==> src/rtl/fscfg_pkg.sv <==
// Shared register-map constants and field helpers for the frame-synchronous
// configuration bank.
package fscfg_pkg;

    localparam int IDX_CTRL      = 0;
    localparam int IDX_ENABLE    = 1;
    localparam int IDX_STATUS    = 2;
    localparam int IDX_OUTSIZE   = 3;
    localparam int STREAM_BASE   = 4;
    localparam int STREAM_STRIDE = 5;
    localparam int NUM_SREG      = 5;

    localparam int W_OFS = 16;
    localparam int H_OFS = 0;

    localparam logic [31:0] CORE_VERSION = 32'hFF00FF01;

    typedef enum logic [2:0] {
        SR_SIZE    = 3'd0,
        SR_WINPOS  = 3'd1,
        SR_WINSIZE = 3'd2,
        SR_DSTPOS  = 3'd3,
        SR_DSTSIZE = 3'd4
    } stream_reg_e;

    // Position registers reset to 0 on every stream; size registers take the default.
    function automatic logic is_pos_reg(input int r);
        return (r == int'(SR_WINPOS)) || (r == int'(SR_DSTPOS));
    endfunction

    function automatic logic [31:0] pack_wh(input logic [15:0] w, input logic [15:0] h);
        logic [31:0] word;
        word = '0;
        word[W_OFS +: 16] = w;
        word[H_OFS +: 16] = h;
        return word;
    endfunction

endpackage

==> src/rtl/fscfg_fsync_edge.sv <==
// Two-flop synchroniser for the asynchronous fsync input plus an edge flop;
// rise is high for exactly one clk cycle per fsync rising edge.
module fscfg_fsync_edge (
    input  logic clk,
    input  logic reset,
    input  logic fsync,
    output logic rise
);

    logic sync1_q, sync1_d;
    logic sync2_q, sync2_d;
    logic edge_q,  edge_d;

    always_comb begin
        sync1_d = fsync;
        sync2_d = sync1_q;
        edge_d  = sync2_q;
    end

    always_ff @(posedge clk or posedge reset) begin
        if (reset) begin
            sync1_q <= 1'b0;
            sync2_q <= 1'b0;
            edge_q  <= 1'b0;
        end else begin
            sync1_q <= sync1_d;
            sync2_q <= sync2_d;
            edge_q  <= edge_d;
        end
    end

    assign rise = sync2_q & ~edge_q;

endmodule

==> src/rtl/fscfg_bank.sv <==
// Frame-synchronous configuration bank: host writes land in shadow registers
// and a commit moves them atomically into the active outputs on fsync.
module fscfg_bank
    import fscfg_pkg::*;
#(
    parameter logic [31:0] C_CORE_VERSION  = CORE_VERSION,
    parameter int          C_DATA_WIDTH    = 32,
    parameter int          C_REG_IDX_WIDTH = 8,
    parameter int          C_STREAM_NUM    = 3,
    parameter int          C_IMG_WBITS     = 12,
    parameter int          C_IMG_HBITS     = 12,
    parameter int          C_IMG_WDEF      = 320,
    parameter int          C_IMG_HDEF      = 240
) (
    input  logic                                clk,
    input  logic                                reset,
    input  logic                                rd_en,
    input  logic [C_REG_IDX_WIDTH-1:0]          rd_addr,
    output logic [C_DATA_WIDTH-1:0]             rd_data,
    input  logic                                wr_en,
    input  logic [C_REG_IDX_WIDTH-1:0]          wr_addr,
    input  logic [C_DATA_WIDTH-1:0]             wr_data,
    input  logic                                fsync,
    output logic                                o_fsync,
    output logic                                soft_resetn,
    output logic [C_IMG_WBITS-1:0]              out_width,
    output logic [C_IMG_HBITS-1:0]              out_height,
    output logic [C_STREAM_NUM-1:0]             s_soft_resetn,
    output logic [C_STREAM_NUM*C_IMG_WBITS-1:0] s_width,
    output logic [C_STREAM_NUM*C_IMG_HBITS-1:0] s_height,
    output logic [C_STREAM_NUM*C_IMG_WBITS-1:0] s_win_left,
    output logic [C_STREAM_NUM*C_IMG_HBITS-1:0] s_win_top,
    output logic [C_STREAM_NUM*C_IMG_WBITS-1:0] s_win_width,
    output logic [C_STREAM_NUM*C_IMG_HBITS-1:0] s_win_height,
    output logic [C_STREAM_NUM*C_IMG_WBITS-1:0] s_dst_left,
    output logic [C_STREAM_NUM*C_IMG_HBITS-1:0] s_dst_top,
    output logic [C_STREAM_NUM*C_IMG_WBITS-1:0] s_dst_width,
    output logic [C_STREAM_NUM*C_IMG_HBITS-1:0] s_dst_height
);

    localparam int N = C_STREAM_NUM;
    localparam int W = C_IMG_WBITS;
    localparam int H = C_IMG_HBITS;

    typedef logic [C_REG_IDX_WIDTH-1:0] idx_t;

    logic                 fsync_rise, apply;
    logic                 soft_resetn_q, soft_resetn_d;
    logic                 pending_q, pending_d;
    logic [N-1:0]         enable_q, enable_d;
    logic [15:0]          frame_cnt_q, frame_cnt_d;
    logic [15:0]          commit_cnt_q, commit_cnt_d;
    logic                 o_fsync_q, o_fsync_d;
    logic [W-1:0]         out_w_sh_q, out_w_sh_d, out_w_act_q, out_w_act_d;
    logic [H-1:0]         out_h_sh_q, out_h_sh_d, out_h_act_q, out_h_act_d;
    logic [N-1:0]         s_srst_q, s_srst_d;
    logic [C_DATA_WIDTH-1:0] rd_data_q, rd_data_d;
    logic [31:0]          rd_word;
    logic [N-1:0][NUM_SREG-1:0][31:0] sh_word;
    logic                 unused_wr_data;

    assign unused_wr_data = ^wr_data;

    fscfg_fsync_edge u_fsync_edge (
        .clk   (clk),
        .reset (reset),
        .fsync (fsync),
        .rise  (fsync_rise)
    );

    assign apply = fsync_rise & pending_q;

    always_comb begin
        // NOTE: every always_comb output gets a default first so no path can infer a latch.
        soft_resetn_d = soft_resetn_q;
        pending_d     = pending_q;
        enable_d      = enable_q;
        frame_cnt_d   = frame_cnt_q;
        commit_cnt_d  = commit_cnt_q;
        out_w_sh_d    = out_w_sh_q;
        out_h_sh_d    = out_h_sh_q;
        out_w_act_d   = out_w_act_q;
        out_h_act_d   = out_h_act_q;
        s_srst_d      = s_srst_q;
        o_fsync_d     = fsync_rise;

        if (fsync_rise) frame_cnt_d = frame_cnt_q + 16'd1;
        if (apply) begin
            pending_d    = 1'b0;
            commit_cnt_d = commit_cnt_q + 16'd1;
            out_w_act_d  = out_w_sh_q;
            out_h_act_d  = out_h_sh_q;
            s_srst_d     = enable_q;
        end

        // Host writes are evaluated after apply so a commit on the apply edge re-arms pending.
        if (wr_en) begin
            if (wr_addr == idx_t'(IDX_CTRL)) begin
                soft_resetn_d = wr_data[0];
                if (wr_data[1]) pending_d = 1'b1;
            end
            if (wr_addr == idx_t'(IDX_ENABLE)) enable_d = wr_data[N-1:0];
            if (wr_addr == idx_t'(IDX_OUTSIZE)) begin
                out_w_sh_d = wr_data[W_OFS +: W];
                out_h_sh_d = wr_data[H_OFS +: H];
            end
        end
    end

    always_comb begin
        rd_word = '0;
        if (rd_addr == idx_t'(IDX_CTRL))         rd_word = {30'd0, pending_q, soft_resetn_q};
        else if (rd_addr == idx_t'(IDX_ENABLE))  rd_word = 32'(enable_q);
        else if (rd_addr == idx_t'(IDX_STATUS))  rd_word = {commit_cnt_q, frame_cnt_q};
        else if (rd_addr == idx_t'(IDX_OUTSIZE)) rd_word = pack_wh(16'(out_w_sh_q), 16'(out_h_sh_q));
        else if (rd_addr == '1)                  rd_word = C_CORE_VERSION;
        for (int s = 0; s < N; s++) begin
            for (int r = 0; r < NUM_SREG; r++) begin
                if (rd_addr == idx_t'(STREAM_BASE + STREAM_STRIDE * s + r)) rd_word = sh_word[s][r];
            end
        end
        rd_data_d = rd_en ? C_DATA_WIDTH'(rd_word) : rd_data_q;
    end

    always_ff @(posedge clk or posedge reset) begin
        // NOTE: sequential state uses non-blocking assignments so every flop samples pre-edge values.
        if (reset) begin
            soft_resetn_q <= 1'b0;
            pending_q     <= 1'b0;
            enable_q      <= N'(1);
            frame_cnt_q   <= '0;
            commit_cnt_q  <= '0;
            out_w_sh_q    <= W'(C_IMG_WDEF);
            out_h_sh_q    <= H'(C_IMG_HDEF);
            out_w_act_q   <= W'(C_IMG_WDEF);
            out_h_act_q   <= H'(C_IMG_HDEF);
            s_srst_q      <= '0;
            o_fsync_q     <= 1'b0;
            rd_data_q     <= '0;
        end else begin
            soft_resetn_q <= soft_resetn_d;
            pending_q     <= pending_d;
            enable_q      <= enable_d;
            frame_cnt_q   <= frame_cnt_d;
            commit_cnt_q  <= commit_cnt_d;
            out_w_sh_q    <= out_w_sh_d;
            out_h_sh_q    <= out_h_sh_d;
            out_w_act_q   <= out_w_act_d;
            out_h_act_q   <= out_h_act_d;
            s_srst_q      <= s_srst_d;
            o_fsync_q     <= o_fsync_d;
            rd_data_q     <= rd_data_d;
        end
    end

    for (genvar g = 0; g < N; g++) begin : g_stream
        localparam logic [W-1:0] DEF_W = (g == 0) ? W'(C_IMG_WDEF) : '0;
        localparam logic [H-1:0] DEF_H = (g == 0) ? H'(C_IMG_HDEF) : '0;

        logic [W-1:0] sh_w_q [NUM_SREG];
        logic [W-1:0] sh_w_d [NUM_SREG];
        logic [H-1:0] sh_h_q [NUM_SREG];
        logic [H-1:0] sh_h_d [NUM_SREG];
        logic [W-1:0] act_w_q [NUM_SREG];
        logic [W-1:0] act_w_d [NUM_SREG];
        logic [H-1:0] act_h_q [NUM_SREG];
        logic [H-1:0] act_h_d [NUM_SREG];

        always_comb begin
            for (int r = 0; r < NUM_SREG; r++) begin
                sh_w_d[r]  = sh_w_q[r];
                sh_h_d[r]  = sh_h_q[r];
                act_w_d[r] = act_w_q[r];
                act_h_d[r] = act_h_q[r];
                if (apply) begin
                    act_w_d[r] = enable_q[g] ? sh_w_q[r] : '0;
                    act_h_d[r] = enable_q[g] ? sh_h_q[r] : '0;
                end
                if (wr_en && (wr_addr == idx_t'(STREAM_BASE + STREAM_STRIDE * g + r))) begin
                    sh_w_d[r] = wr_data[W_OFS +: W];
                    sh_h_d[r] = wr_data[H_OFS +: H];
                end
            end
        end

        always_ff @(posedge clk or posedge reset) begin
            if (reset) begin
                // NOTE: these register arrays are plain flops, not RAM, so they take a reset value.
                for (int r = 0; r < NUM_SREG; r++) begin
                    sh_w_q[r]  <= is_pos_reg(r) ? '0 : DEF_W;
                    sh_h_q[r]  <= is_pos_reg(r) ? '0 : DEF_H;
                    act_w_q[r] <= is_pos_reg(r) ? '0 : DEF_W;
                    act_h_q[r] <= is_pos_reg(r) ? '0 : DEF_H;
                end
            end else begin
                for (int r = 0; r < NUM_SREG; r++) begin
                    sh_w_q[r]  <= sh_w_d[r];
                    sh_h_q[r]  <= sh_h_d[r];
                    act_w_q[r] <= act_w_d[r];
                    act_h_q[r] <= act_h_d[r];
                end
            end
        end

        for (genvar r = 0; r < NUM_SREG; r++) begin : g_word
            assign sh_word[g][r] = pack_wh(16'(sh_w_q[r]), 16'(sh_h_q[r]));
        end

        assign s_width[g*W +: W]      = act_w_q[SR_SIZE];
        assign s_height[g*H +: H]     = act_h_q[SR_SIZE];
        assign s_win_left[g*W +: W]   = act_w_q[SR_WINPOS];
        assign s_win_top[g*H +: H]    = act_h_q[SR_WINPOS];
        assign s_win_width[g*W +: W]  = act_w_q[SR_WINSIZE];
        assign s_win_height[g*H +: H] = act_h_q[SR_WINSIZE];
        assign s_dst_left[g*W +: W]   = act_w_q[SR_DSTPOS];
        assign s_dst_top[g*H +: H]    = act_h_q[SR_DSTPOS];
        assign s_dst_width[g*W +: W]  = act_w_q[SR_DSTSIZE];
        assign s_dst_height[g*H +: H] = act_h_q[SR_DSTSIZE];
    end

    assign rd_data       = rd_data_q;
    assign o_fsync       = o_fsync_q;
    assign soft_resetn   = soft_resetn_q;
    assign out_width     = out_w_act_q;
    assign out_height    = out_h_act_q;
    assign s_soft_resetn = s_srst_q;

endmodule

==> config.mk <==
export PLATFORM = sky130hd
export DESIGN_NAME = fscfg_bank
export DESIGN_NICKNAME = d
export VERILOG_FILES = /design/src/rtl/fscfg_pkg.sv /design/src/rtl/fscfg_fsync_edge.sv /design/src/rtl/fscfg_bank.sv
export SDC_FILE = /design/constraint.sdc
export NUM_CORES = 1
export LEC_CHECK = 0
export ABC_AREA = 0
export BUFFER_PORTS_ARGS = -buffer_cell sky130_fd_sc_hd__buf_2
export CAP_MARGIN = 20
export CELL_PAD_IN_SITES_DETAIL_PLACEMENT = 1
export CELL_PAD_IN_SITES_GLOBAL_PLACEMENT = 2
export CORE_MARGIN = 2
export CORE_UTILIZATION = 40
export DETAILED_ROUTE_END_ITERATION = 10
export PLACE_DENSITY_LB_ADDON = 0.1
export SLEW_MARGIN = 10
export SYNTH_ARGS = -nofsm -noshare
export SYNTH_HDL_FRONTEND = slang
export SYNTH_SLANG_ARGS = --single-unit
==> constraint.sdc <==
create_clock -name clk -period 48.7 [get_ports clk]
set_input_delay 9.74 -clock clk [delete_from_list [all_inputs] [get_ports clk]]
set_output_delay 9.74 -clock clk [all_outputs]
set_load 0.02 [all_outputs]
==> reports/results.ini, run 1 <==
[timing]
fmax_mhz=77.5
hold_violations=0
finalCriticalPeriod_ns=12.91
slew_violations=0
fin_crit_sh_pct=26.5
setup_ws_ns=35.79
setup_viol=0
finalClockSkew_ns=0.0213
slew_headroom_pct=20.2
setup_tns_ns=0
rsz0062_at_grt=false
worstMarginPinSlew_ns=1.19

[final_layout]
utilization_pct=47.4
finalNonFillerCells=5125
drive_above_1_share_pct=30.3
syn2layout_area_growth_pct=17.8
fin_nets=3913

[global_routing]
antenna_found_initial=11
overflow=0
grt_max_degree=137
grt_use_total_pct=31.5
grt_pass1_vias=31468
grt_pass1_wl_um=219000

[power]
clkPwrFrac_pct=47.0
p_switching_w=0.000384
p_per_area_nw_per_um2=36.3
ir_drop_mv=0.0242
p_sw_share_pct=24.4
combPwrFrac_pct=5.6
intPower_w=0.00119
seq_power_share_pct=47.4
leakage_nw=22.9

[clock_tree]
cts_buffers=94
cts-resized-gates=0
clkSinkCount=844
post_cts_buffers=0
clk_pin_slew_ns=0.06
htreeDepth=3
clockBufferDepth=3
cts_hold_buf=0
cts-root-buf=clkbuf_16
cts_tree=yes
clk_latency_ns=0.66

[floorplanning]
core_um2=91400
initial_core_util_pct=40.3
ioPinCount=474
die_area_um2=94400
die_h_um=307
die_w_um=307
fp-row-count=111

[route]
via_per_inst=5.81
drc=0
wl_per_cell_um=29.2
num_vias=29793
drt_pass1_iterations=5
routed_wl_um=150000
drt-initial-drc-count=2316
ant_nets=0

[critical_path]
reg2reg_depth=5
r2r-end=s_height[22]
cp-startpoint=rd_addr[1]
worstPathArrival_ns=13.47
setup.worst_path.end=rd_data[25]
path_max_fanout=90
rrSetupSlack_ns=44.81
required_ns=49.26
startpoint_type=primary input
criticalPathCategory=in2reg
crit_path_end_kind=register
r2r_start=u_fsync_edge.edge_q

[status]
status=complete, no violations

[synth]
synth_edf_count=0
async_flop_share_pct=100
avgSynthCellArea_um2=10.5
synth_flop_cell=dfrtp_1
syn_inst=3519
ys_seq_area_share_pct=57.6
yosysWarnings=0
synth_cell_types=75
netlist_area_um2=36800
synthesis.nets=3574
ys_ff_latch=844

[run]
maxCapViolCount=0

[placement]
place_congestion=0.911
placedCellCount=4945
hpwl_um=103000
pre_cts_ws_ns=35.28
io_buffers=465

[worst_hold_path]
hold_class=reg2reg

==> routing by layer <==
| metal | track usage (%) | up-vias | wire (µm) |
|---|---|---|---|
| li1 | - | 12860 | - |
| met1 | 39.6 | 15673 | 60600 |
| met2 | 54.3 | 949 | 74700 |
| met3 | 4.46 | 305 | 8040 |
| met4 | 13.1 | 6 | 6570 |
| met5 | 0 | - | 40 |
==> power groups by stage <==
stage / registers, W / clock network [W] / logic [W]
floorplan: 0.000748 / 0 / 0.0000548
global route: 0.000747 / 0.000780 / 0.0000939
CTS: 0.000745 / 0.000753 / 0.0000876
global placement: 0.000756 / 0 / 0.0000841
finish: 0.000746 / 0.000740 / 0.0000875
detailed placement: 0.000757 / 0 / 0.0000871
==> critical path, stage by stage <==
cell	delay, ns
buf_4	0.53
buf_12	0.45
nand2_1	0.55
nor3_2	0.85
buf_4	0.39
a22oi_1	0.18
o22ai_1	0.19
a31oi_1	0.14
o31ai_1	0.25
==> layout make-up <==
cell class                 count  area (µm²)
inverter                      10        45.0
fill                        9961       48100
timing repair buffer         530        2890
multi-input combinational   2378       14500
antenna                        7        17.5
clock buffer                 145        2870
tap                         1186        1480
sequential                   844       21200
clock inverter                25         313
==> stage by stage <==
| step | total power, W | cell area, µm² | hold slack [ns] |
|---|---|---|---|
| 4_1_cts | 0.00159 | 43200 | 0.357 |
| 3_5_place_dp | 0.000844 | 40100 | 0.345 |
| 5_1_grt | 0.00162 | 43300 | 0.380 |
| 2_1_floorplan | 0.000803 | 36800 | 0.331 |
| 6_report | 0.00157 | 43300 | 0.361 |
| 3_3_place_gp | 0.000840 | 40000 | 0.351 |
==> state kept, by name, summed over array words and instances (netlist names), 16 cells and up <==
| name | flops |
|---|---|
| g_stream.sh_h_q | 180 |
| g_stream.sh_w_q | 180 |
| s_dst_height | 36 |
| s_dst_left | 36 |
| s_dst_top | 36 |
| s_dst_width | 36 |
| s_height | 36 |
| s_width | 36 |
| s_win_height | 36 |
| s_win_left | 36 |
| s_win_top | 36 |
| s_win_width | 36 |
| rd_data | 32 |
| commit_cnt_q | 16 |
| frame_cnt_q | 16 |
==> synth_stat cells, types with 16 or more instances <==
cell      count  area [µm²]
a22oi_1      30         225
mux2_2      423        4760
nor2_1       80         300
xnor2_1      22         193
nand3_1     405        2030
nand4_1      17         106
dfrtp_1     795       19900
clkbuf_1    253         950
a221oi_1     19         166
buf_2        23         115
nor3_1       19        95.1
o22ai_1      29         181
nand2b_1     16         100
o21ai_0     111         556
nand2_1     904        3390
and2_1       16         100
dfstp_2      49        1290
a21oi_1      50         250
o31ai_1      19         143
==> worst min-delay path by stage <==
stage | startpoint | end | slack (ns) | depth (start not counted)
floorplan | u_fsync_edge.sync1_q | u_fsync_edge.edge_d | 0.33 | 0
global placement | u_fsync_edge.sync1_q | u_fsync_edge.edge_d | 0.35 | 0
detailed placement | u_fsync_edge.sync1_q | u_fsync_edge.edge_d | 0.35 | 0
CTS | u_fsync_edge.sync1_q | u_fsync_edge.edge_d | 0.36 | 0
global route | u_fsync_edge.sync1_q | u_fsync_edge.edge_d | 0.38 | 0
finish | u_fsync_edge.sync1_q | u_fsync_edge.edge_d | 0.36 | 0
==> placed cells by master, fill, tap and decap left out, types with 8 or more instances in the layout <==
master,count
a211oi_1,8
a21o_1,11
a21oi_1,50
a221o_1,14
a221oi_1,19
a22oi_1,30
a32oi_1,8
and2_1,16
buf_2,464
buf_4,61
clkbuf_1,22
clkbuf_16,97
clkbuf_8,26
clkinv_2,14
dfrtp_1,793
dfstp_2,48
inv_1,8
mux2_2,423
nand2_1,902
nand2b_1,15
nand3_1,405
nand4_1,17
nor2_1,77
nor2b_1,10
nor3_1,16
o21a_1,14
o21ai_0,110
o221ai_1,8
o22ai_1,29
o311ai_0,12
o31ai_1,18
xnor2_1,22
xor2_1,8
==> cells by family after synthesis <==
group	share of synthesized area, %
fa+ha+maj	0.0680
compound gates	7.58
simple gates	17.8
flops	57.6
mux	13.2
xor+xnor	0.714
buf+inv	3.14
Note: power is estimated with default switching activity, not from simulation.
==> run 2: changes to the inputs <==
--- a/config.mk
+++ b/config.mk
@@ -11,7 +11,7 @@
 export CELL_PAD_IN_SITES_DETAIL_PLACEMENT = 1
 export CELL_PAD_IN_SITES_GLOBAL_PLACEMENT = 2
 export CORE_MARGIN = 2
-export CORE_UTILIZATION = 40
+export CORE_UTILIZATION = 37
 export DETAILED_ROUTE_END_ITERATION = 10
 export PLACE_DENSITY_LB_ADDON = 0.1
 export SLEW_MARGIN = 10
==> constraint.sdc (replaced) <==
create_clock -name clk -period 12.18 [get_ports clk]
set_input_delay 2.436 -clock clk [delete_from_list [all_inputs] [get_ports clk]]
set_output_delay 2.436 -clock clk [all_outputs]
set_load 0.02 [all_outputs]
==> reports/results.ini, run 2 (synthesis gave the netlist of run 1 again) <==
[status]
status=complete, no violations

[final_layout]
drive_above_1_share_pct=30.2
final_cell_mix=nand2_1, dfrtp_1, buf_2
layout_commonest_cell=nand2_1
syn2layout_area_growth_pct=18.2
top_regs=g_stream.sh_h_q (180), g_stream.sh_w_q (180)
fin_nets=3919

[worst_hold_path]
hold_path_depth=0
min_to=u_fsync_edge.edge_d
worstHoldStart=u_fsync_edge.sync1_q
hold_class=reg2reg

[route]
num_vias=29676
wl_per_cell_um=29.3
ant_nets=0
drc=0
drt-initial-drc-count=2282
routed_wl_um=154000
drt_pass1_iterations=8
via_per_inst=5.67

[critical_path]
crit_top_cell=buf_4
crit_path_end_kind=register
worstPathArrival_ns=6.07
r2r-end=s_dst_height[26]
startpoint_type=primary input
cp_slowest_cell=nand2b_1
rrSetupSlack_ns=8.61
path_max_fanout=58
path_cells=buf_4 -> buf_4 -> nand2b_1 -> nor2_1 -> buf_4 -> a22oi_1 -> a21o_1 -> nand4b_1 -> a221o_1
r2r_start=u_fsync_edge.edge_q
reg2reg_depth=5
required_ns=12.75
criticalPathCategory=in2reg
max_stage_delay_ns=0.96

[floorplanning]
core_um2=98400
die_area_um2=102000
initial_core_util_pct=37.4
ioPinCount=474
fp-row-count=115
die_h_um=319
die_w_um=319

[timing]
rsz0062_at_grt=false
fin_crit_sh_pct=45.2
hold_violations=0
slew_violations=0
finalCriticalPeriod_ns=5.50
setup_viol=0
finalClockSkew_ns=0.0343
hold_ws_ns=0.358
slew_headroom_pct=19.6
setup_tns_ns=0
fmax_mhz=182
worstMarginPinSlew_ns=1.21

[clock_tree]
htreeDepth=3
clk_latency_ns=0.69
cts_tree=yes
post_cts_buffers=0
clkSinkCount=844
cts-resized-gates=0
cts-root-buf=clkbuf_16
cts_buffers=98
clockBufferDepth=3
clk_pin_slew_ns=0.06
cts_hold_buf=0

[power]
leakage_nw=22.9
p_sw_share_pct=25.0
finalPower_w=0.00625
p_switching_w=0.00157
seq_power_share_pct=47.7
combPwrFrac_pct=5.8
clkPwrFrac_pct=46.5
p_per_area_nw_per_um2=144
ir_drop_mv=0.0958
intPower_w=0.00469

[global_routing]
grt_pass1_vias=31978
grt_pass1_wl_um=225000
grt_max_degree=170
overflow=0
grt_use_total_pct=30.0
antenna_found_initial=14

[placement]
hpwl_um=107000
io_buffers=465
place_congestion=0.894

[run]
maxCapViolCount=0

==> run 2: cell types whose count changed in the layout (fill, tap and decap cells not counted), sizes merged <==
cell,before,now
clkinvlp,2,4
clkbuf,145,155
buf,530,532
diode,7,6
clkinv,16,19
bufinv,7,3
==> run 2: cell type report <==
| cell class | count | area [µm²] |
|---|---|---|
| Antenna cell | 6 | 15.0 |
| Clock buffer | 155 | 2900 |
| Clock inverter | 26 | 228 |
| Fill cell | 10889 | 54900 |
| Inverter | 10 | 41.3 |
| Multi-Input combinational cell | 2378 | 14500 |
| Sequential cell | 844 | 21200 |
| Tap cell | 1287 | 1610 |
| Timing Repair Buffer | 532 | 2970 |
==> run 2: worst max-delay path, delay by kind of cell <==
kind            cells  cell delay, ns
simple gates        3            1.60
buf+inv             3            1.25
compound gates      3            0.73
==> run 2: worst max-delay path by stage <==
stage	slack (ns)	start	end
after detailed placement	6.02	rd_addr[0]	rd_data[19]
after floorplan	-1.81	reset	commit_cnt_q[0]
after global placement	6.08	rd_addr[0]	rd_data[19]
after CTS	6.75	rd_addr[0]	rd_data[19]
final	6.68	rd_addr[0]	rd_data[19]
after global routing	6.53	rd_addr[0]	rd_data[24]
==> run 2: per-layer routing <==
metal / vias to the layer above / global-route usage [%] / share of wire, %
met1: 15663 / 37.6 / 40
met4: 4 / 11.9 / 4.0
met5: - / 0 / 0.014
met2: 859 / 51.9 / 50
li1: 12879 / - / -
met3: 271 / 4.32 / 5.1
==> run 2: power groups by stage <==
stage / combinational [W] / sequential (W) / clock, W
finish: 0.000361 / 0.00298 / 0.00291
global route: 0.000387 / 0.00299 / 0.00309
CTS: 0.000361 / 0.00298 / 0.00297
detailed placement: 0.000359 / 0.00303 / 0
global placement: 0.000346 / 0.00303 / 0
floorplan: 0.000219 / 0.00299 / 0
==> run 2: stage by stage <==
stage	setup WS (ns)	utilization (%)	instance area [µm²]	instances
after floorplan	-1.81	-	36800	3519
after global placement	6.08	40.8	40200	5045
after detailed placement	6.02	40.9	40200	5047
after CTS	6.75	44.1	43400	5228
after global routing	6.53	44.2	43500	5235
final	6.68	44.2	43500	5238
